$ cat src/rtl/m2_processing_unit.sv
// Single-bus datapath: register file, ALU with Y operand, MAR/MDR, PC/IR and an instruction-fetch FSM.
// Define M2_PU_EXT_FLAGS_EN to add registered carry/negative/overflow flags (c_flag, n_flag, v_flag).
module m2_processing_unit #(
    parameter int                   WORD_SIZE = 16,
    parameter int                   NUM_REGS  = 8,
    parameter logic [WORD_SIZE-1:0] PC_RESET  = '0,
    localparam int                  RSEL_W    = $clog2(NUM_REGS)
) (
    input  logic                 clk,
    input  logic                 rst,
    input  logic                 reg_wr_en,
    input  logic [RSEL_W-1:0]    reg_wr_sel,
    input  logic [RSEL_W-1:0]    reg_rd_sel,
    input  logic [1:0]           bus_src,
    input  logic [2:0]           alu_op,
    input  logic                 load_alu_y,
    input  logic                 load_flags,
    input  logic                 load_mar,
    input  logic                 load_mdr,
    input  logic                 load_pc,
    input  logic                 inc_pc,
    input  logic                 fetch_req,
    input  logic [WORD_SIZE-1:0] mem_rdata,
    input  logic                 mem_ready,
    output logic [WORD_SIZE-1:0] mem_addr,
    output logic                 mem_rd,
    output logic                 fetch_busy,
    output logic [WORD_SIZE-1:0] instruction,
    output logic [WORD_SIZE-1:0] pc,
    output logic [WORD_SIZE-1:0] mdr,
    output logic                 z_flag,
    output logic [1:0]           fetch_state,
`ifdef M2_PU_EXT_FLAGS_EN
    output logic                 c_flag,
    output logic                 n_flag,
    output logic                 v_flag,
`endif
    output logic [WORD_SIZE-1:0] bus_out
);

    typedef enum logic [1:0] {
        S_IDLE = 2'd0,
        S_REQ  = 2'd1,
        S_DONE = 2'd2
    } fetch_state_e;

    fetch_state_e         state_q, state_d;
    logic [WORD_SIZE-1:0] regs_q [NUM_REGS];
    logic [WORD_SIZE-1:0] alu_y_q, mar_q, mdr_q, ir_q, pc_q, pc_d;
    logic                 z_q;
    logic [WORD_SIZE-1:0] rf_rdata, alu_a, alu_res, bus;
    logic                 in_req, fetch_done;

    assign rf_rdata = regs_q[reg_rd_sel];

    // ALU operand A is the bus with the ALU's own source replaced by the register
    // file read; this breaks the bus->ALU->bus loop and makes bus_src=01 compute
    // R[reg_rd_sel] op Y.
    always_comb begin
        case (bus_src)
            2'b10:   alu_a = mdr_q;
            2'b11:   alu_a = pc_q;
            default: alu_a = rf_rdata;
        endcase
    end

    always_comb begin
        case (alu_op)
            3'd0:    alu_res = alu_a + alu_y_q;
            3'd1:    alu_res = alu_a - alu_y_q;
            3'd2:    alu_res = alu_a & alu_y_q;
            3'd3:    alu_res = alu_a | alu_y_q;
            3'd4:    alu_res = alu_a ^ alu_y_q;
            3'd5:    alu_res = {alu_a[WORD_SIZE-2:0], 1'b0};
            3'd6:    alu_res = {1'b0, alu_a[WORD_SIZE-1:1]};
            default: alu_res = alu_y_q;
        endcase
    end

    assign bus = (bus_src == 2'b01) ? alu_res : alu_a;

    // mem_rd/mem_addr are held stable in REQ until mem_ready; the read word is
    // accepted on the rising edge where mem_rd and mem_ready are both high.
    always_comb begin
        state_d    = state_q;
        fetch_done = 1'b0;
        case (state_q)
            S_IDLE: if (fetch_req) state_d = S_REQ;
            S_REQ: begin
                if (mem_ready) begin
                    state_d    = S_DONE;
                    fetch_done = 1'b1;
                end
            end
            S_DONE:  state_d = S_IDLE;
            default: state_d = S_IDLE;
        endcase
    end

    assign in_req = (state_q == S_REQ);

    always_comb begin
        pc_d = pc_q;
        if (load_pc && !in_req)      pc_d = bus;
        else if (fetch_done)         pc_d = pc_q + WORD_SIZE'(1);
        else if (inc_pc && !in_req)  pc_d = pc_q + WORD_SIZE'(1);
    end

    always_ff @(posedge clk) begin
        if (rst) begin
            for (int i = 0; i < NUM_REGS; i++) regs_q[i] <= '0;
            alu_y_q <= '0;
            mar_q   <= '0;
            mdr_q   <= '0;
            ir_q    <= '0;
            z_q     <= 1'b0;
            pc_q    <= PC_RESET;
            state_q <= S_IDLE;
        end else begin
            if (reg_wr_en)  regs_q[reg_wr_sel] <= bus;
            if (load_alu_y) alu_y_q <= bus;
            if (load_mar)   mar_q   <= bus;
            if (load_mdr)   mdr_q   <= bus;
            if (load_flags) z_q     <= (alu_res == '0);
            if (fetch_done) ir_q    <= mem_rdata;
            pc_q    <= pc_d;
            state_q <= state_d;
        end
    end

`ifdef M2_PU_EXT_FLAGS_EN
    logic c_q, n_q, v_q, c_d, v_d;
    logic a_msb, b_msb, r_msb;

    assign a_msb = alu_a[WORD_SIZE-1];
    assign b_msb = alu_y_q[WORD_SIZE-1];
    assign r_msb = alu_res[WORD_SIZE-1];

    // Carry/borrow out of the MSB recovered from operand and result sign bits.
    always_comb begin
        c_d = 1'b0;
        v_d = 1'b0;
        case (alu_op)
            3'd0: begin
                c_d = (a_msb & b_msb) | ((a_msb | b_msb) & ~r_msb);
                v_d = (a_msb == b_msb) && (r_msb != a_msb);
            end
            3'd1: begin
                c_d = (~a_msb & b_msb) | ((~a_msb | b_msb) & r_msb);
                v_d = (a_msb != b_msb) && (r_msb != a_msb);
            end
            default: ;
        endcase
    end

    always_ff @(posedge clk) begin
        if (rst) begin
            c_q <= 1'b0;
            n_q <= 1'b0;
            v_q <= 1'b0;
        end else if (load_flags) begin
            c_q <= c_d;
            n_q <= r_msb;
            v_q <= v_d;
        end
    end

    assign c_flag = c_q;
    assign n_flag = n_q;
    assign v_flag = v_q;
`endif

    assign bus_out     = bus;
    assign mem_rd      = in_req;
    assign mem_addr    = in_req ? pc_q : mar_q;
    assign fetch_busy  = (state_q != S_IDLE);
    assign fetch_state = state_q;
    assign instruction = ir_q;
    assign pc          = pc_q;
    assign mdr         = mdr_q;
    assign z_flag      = z_q;

endmodule

$ cat config.mk
export PLATFORM = sky130hd
export DESIGN_NAME = m2_processing_unit
export DESIGN_NICKNAME = d
export VERILOG_FILES = /design/src/rtl/m2_processing_unit.sv
export SDC_FILE = /design/constraint.sdc
export NUM_CORES = 1
export LEC_CHECK = 0
export ABC_CLOCK_PERIOD_IN_PS = 9900
export BUFFER_PORTS_ARGS = -buffer_cell sky130_fd_sc_hd__buf_2
export CAP_MARGIN = 20
export CORE_UTILIZATION = 65
export CTS_CLUSTER_SIZE = 30
export DETAILED_ROUTE_END_ITERATION = 7
export GPL_TIMING_DRIVEN = 0
export PLACE_DENSITY = 0.86
export SETUP_SLACK_MARGIN = 0.5
export SYNTH_ARGS = -nofsm -noshare
export SYNTH_HDL_FRONTEND = slang
export SYNTH_SLANG_ARGS = --single-unit
$ cat constraint.sdc
create_clock -name clk -period 9.9 [get_ports clk]
set_clock_uncertainty 0.05 [all_clocks]
set_input_delay 1.98 -clock clk [delete_from_list [all_inputs] [get_ports clk]]
set_output_delay 1.98 -clock clk [all_outputs]
set_load 0.02 [all_outputs]
==> flow_metrics.env <==
export IMPL_seq_area_frac_synth=0.452
export IMPL_clock_sinks=211
export IMPL_synth_async_reset_ratio=0
export IMPL_grt_setup_unrepaired="false"
export IMPL_r2r_start="regs_q[5][3]"
export IMPL_gp_congestion=1.11
export IMPL_detail_route_iter0_violations=1641
export IMPL_placed_cell_area_um2=13000
export IMPL_core_um2=18100
export IMPL_fin_crit_ns=9.23
export IMPL_layout_drive_gt1_share=0.182
export IMPL_post_place_ws_ns=0.566
export IMPL_grtUsageTotal=0.441
export IMPL_ioPinCount=123
export IMPL_critical_path_cell_chain="buf_2 -> buf_2 -> clkbuf_4 -> mux4_2 -> mux2i_1 -> o21ai_0 -> ha_1 -> o21ai_0 -> o21bai_1 -> mux2i_1 -> o22ai_1 -> o22ai_1 -> nor2_1 -> a21oi_1 -> clkbuf_1 -> inv_2 -> buf_2"
export IMPL_fin_ws_ns=0.668
export IMPL_grt_overflow_total=0
export IMPL_switchingPower_mw=0.865
export IMPL_critPathCaptureType="output port"
export IMPL_syn_num_nets=1336
export IMPL_timing_critical_path_mode_cell="buf_2"
export IMPL_worstHoldPathCells=2
export IMPL_slowest_delay_ns=0.72
export IMPL_seq_power_share=0.405
export IMPL_power_mw=2.54
export IMPL_worstReg2RegEnd="regs_q[1][6]"
export IMPL_synth_main_ff_cell="edfxtp_1"
export IMPL_final_cells=1631
export IMPL_insertion_delay_ns=0.52
export IMPL_clock_path_buffers=3
export IMPL_timing_final_crit_share=0.933
export IMPL_regToRegSetupSlack_ns=4.65
export IMPL_yosysWarnings=0
export IMPL_dp_hpwl_um=29900
export IMPL_synth_area_per_cell_um2=9.77
export IMPL_swShare=0.340
export IMPL_pwr_share_clk=0.323
export IMPL_syn_area_um2=12200
export IMPL_whs_ns=0.402
export IMPL_grt_max_degree=17
export IMPL_p_int_mw=1.68
export IMPL_worstPathRequired_ns=7.87
export IMPL_cp_max_fo=10
export IMPL_drt_pass1_iter_count=8
export IMPL_path_clk_slew_ns=0.06
export IMPL_grt_pass1_wl_um=63600
export IMPL_initial_core_util=0.672
export IMPL_ys_seq_elements=211
export IMPL_nets=1474
export IMPL_hold_violations=0
export IMPL_die_x_um=139
export IMPL_criticalPathCategory="input port to output port"
export IMPL_ys_types=81
export IMPL_postRouteAntennaNets=0
export IMPL_final_core_utilization=0.758
export IMPL_min_path_type="register to register"
export IMPL_worst_ep_arrival_time_ns=7.20
export IMPL_cts_tree="done"
export IMPL_maxSlewHeadroom=0.214
export IMPL_tns_ns=0
export IMPL_power_density_nw_per_um2=185
export IMPL_setup_viol=0
export IMPL_worst_pin_slew_ns=1.17
export IMPL_avgViaCountPerCell=6.85
export IMPL_hp_start="instruction[0]"
export IMPL_start_kind="input port"
export IMPL_slowest_stage="clkbuf_1"
export IMPL_dieArea_um2=19300
export IMPL_dp_cells=1589
export IMPL_power_leakage_nw=5.67
export IMPL_routed_wl_um=42700
export IMPL_route_detailed_drc=0
export IMPL_fmax_ghz=0.108
export IMPL_h_tree_depth=1
export IMPL_die_y_um=139
export IMPL_grt_pass1_vias=10700
export IMPL_root_buffer="clkbuf_16"
export IMPL_status="finished clean"
export IMPL_antenna_found_initial=1
export IMPL_fin_area_um2=13800
export IMPL_routedWlPerCell_um=26.2
export IMPL_drv_cap=0
export IMPL_holdPathEnd="instruction[0]"
export IMPL_area_delta_synth_final_pct=12.9
export IMPL_ir_drop_uv=247
export IMPL_synth_cells=1247
export IMPL_drv_slew=0
export IMPL_vias=11200
export IMPL_combinationalPowerShare=0.272
export IMPL_row_count=49
export IMPL_synth_edf_count=128
export IMPL_cts_buffers_inserted=23
export IMPL_holdBufCountCts=0
export IMPL_ff2ff_path_depth=13
export IMPL_io_buffers=113
-- cells in the mapped netlist (all sizes together) (6+ instances only) --
cell type,instances,area share
o21ai,40,0.018
clkbuf,67,0.021
nand3,16,0.0066
ha,50,0.051
a211oi,45,0.028
a21o,8,0.0049
xor2,6,0.0043
nand2,91,0.028
a31oi,10,0.0051
nor2,240,0.074
o32ai,7,0.0066
o22ai,15,0.0077
xnor2,29,0.021
and3,7,0.0036
a221oi,8,0.0057
mux4,23,0.043
nand2b,24,0.012
inv,63,0.019
nor2b,13,0.0067
edfxtp,128,0.32
nor3,8,0.0033
mux2,37,0.034
dfxtp,83,0.14
a22oi,10,0.0062
mux2i,52,0.044
buf,25,0.013
a21oi,64,0.027
-- cell type report --
type | count | area (um2)
inverter | 63 | 236
fill | 1201 | 4390
timing repair buffer | 113 | 566
clock buffer | 29 | 598
buffer | 92 | 414
multi-input combinational | 881 | 6050
clock inverter | 12 | 96.3
sequential | 211 | 5510
tap | 229 | 287
antenna | 1 | 2.50
-- repair_timing --
item                       CTS  global route
setup buffers                0             0
setup endpoints to repair    0             7
gates resized for setup      0            11
-- power groups by stage --
stage	clock network, mW	logic, mW	registers [mW]
2_1_floorplan	0	0.435	1.04
3_3_place_gp	0	0.643	1.04
3_5_place_dp	0	0.653	1.04
4_1_cts	0.810	0.661	1.02
5_1_grt	0.843	0.726	1.03
6_report	0.821	0.691	1.03
-- logic make-up after synthesis --
group / after synthesis / share of synthesized area
AOI/OAI and AO/OA: 252 / 0.141
and+or+nand+nor: 430 / 0.154
xor gates and xnor gates: 36 / 0.0270
DFF: 211 / 0.452
adders and majority gates: 51 / 0.0530
buffers and inverters: 155 / 0.0529
muxes: 112 / 0.121
-- worst max-delay path, delay by kind of cell --
kind | cells | cell delay (ns)
buffers and inverters | 6 | 1.75
AOI/OAI and AO/OA | 6 | 1.64
adders and majority gates | 1 | 0.49
and+or+nand+nor | 1 | 0.07
muxes | 3 | 1.27
-- placed cells by master, fill, tap and decap left out, types with 5 or more instances in the layout --
cell type,count
clkinv_2,8
nand3_1,16
nand2b_1,24
ha_1,50
o211ai_1,5
buf_2,126
mux2_2,36
nor3_1,8
dfxtp_1,83
inv_1,55
nor2_1,239
xor2_1,6
nor2b_1,13
a31oi_1,10
a211oi_1,44
o21ai_0,25
mux2i_1,51
a22oi_1,10
nand4_1,5
o32ai_1,6
inv_2,8
a221oi_1,8
a21oi_1,63
o22ai_1,15
a2bb2oi_1,5
edfxtp_1,128
and3_1,7
a21o_1,8
o21ai_1,11
buf_1,7
clkbuf_16,23
mux4_2,23
clkbuf_1,69
xnor2_1,29
nand2_1,90
-- sequential cells by signal (all words and copies together), names as in the netlist --
register	flops
pc	16
fetch_state	2
mdr	16
mar_q	16
alu_y_q	16
z_flag	1
instruction	16
regs_q	128
-- worst max-delay path by stage --
stage | startpoint | endpoint | slack, ns
final | reg_rd_sel[2] | bus_out[6] | 0.67
after global placement | reg_rd_sel[2] | bus_out[8] | 0.72
after floorplan | reg_rd_sel[1] | bus_out[12] | 2.18
after CTS | reg_rd_sel[2] | bus_out[8] | 0.53
after global routing | reg_rd_sel[2] | bus_out[6] | 0.55
after detailed placement | reg_rd_sel[2] | bus_out[8] | 0.57
-- metal layers --
metal  share of wire  GRT usage  vias to the layer above  routed length [um]
met5               0          0                        -                   0
met4           0.068      0.263                        0                2920
met3            0.14     0.0984                      207                5840
met2            0.44      0.681                      967               18600
met1            0.36      0.574                     5277               15400
li1                -          -                     4729                   -
Power figures use the tool's default switching activity.
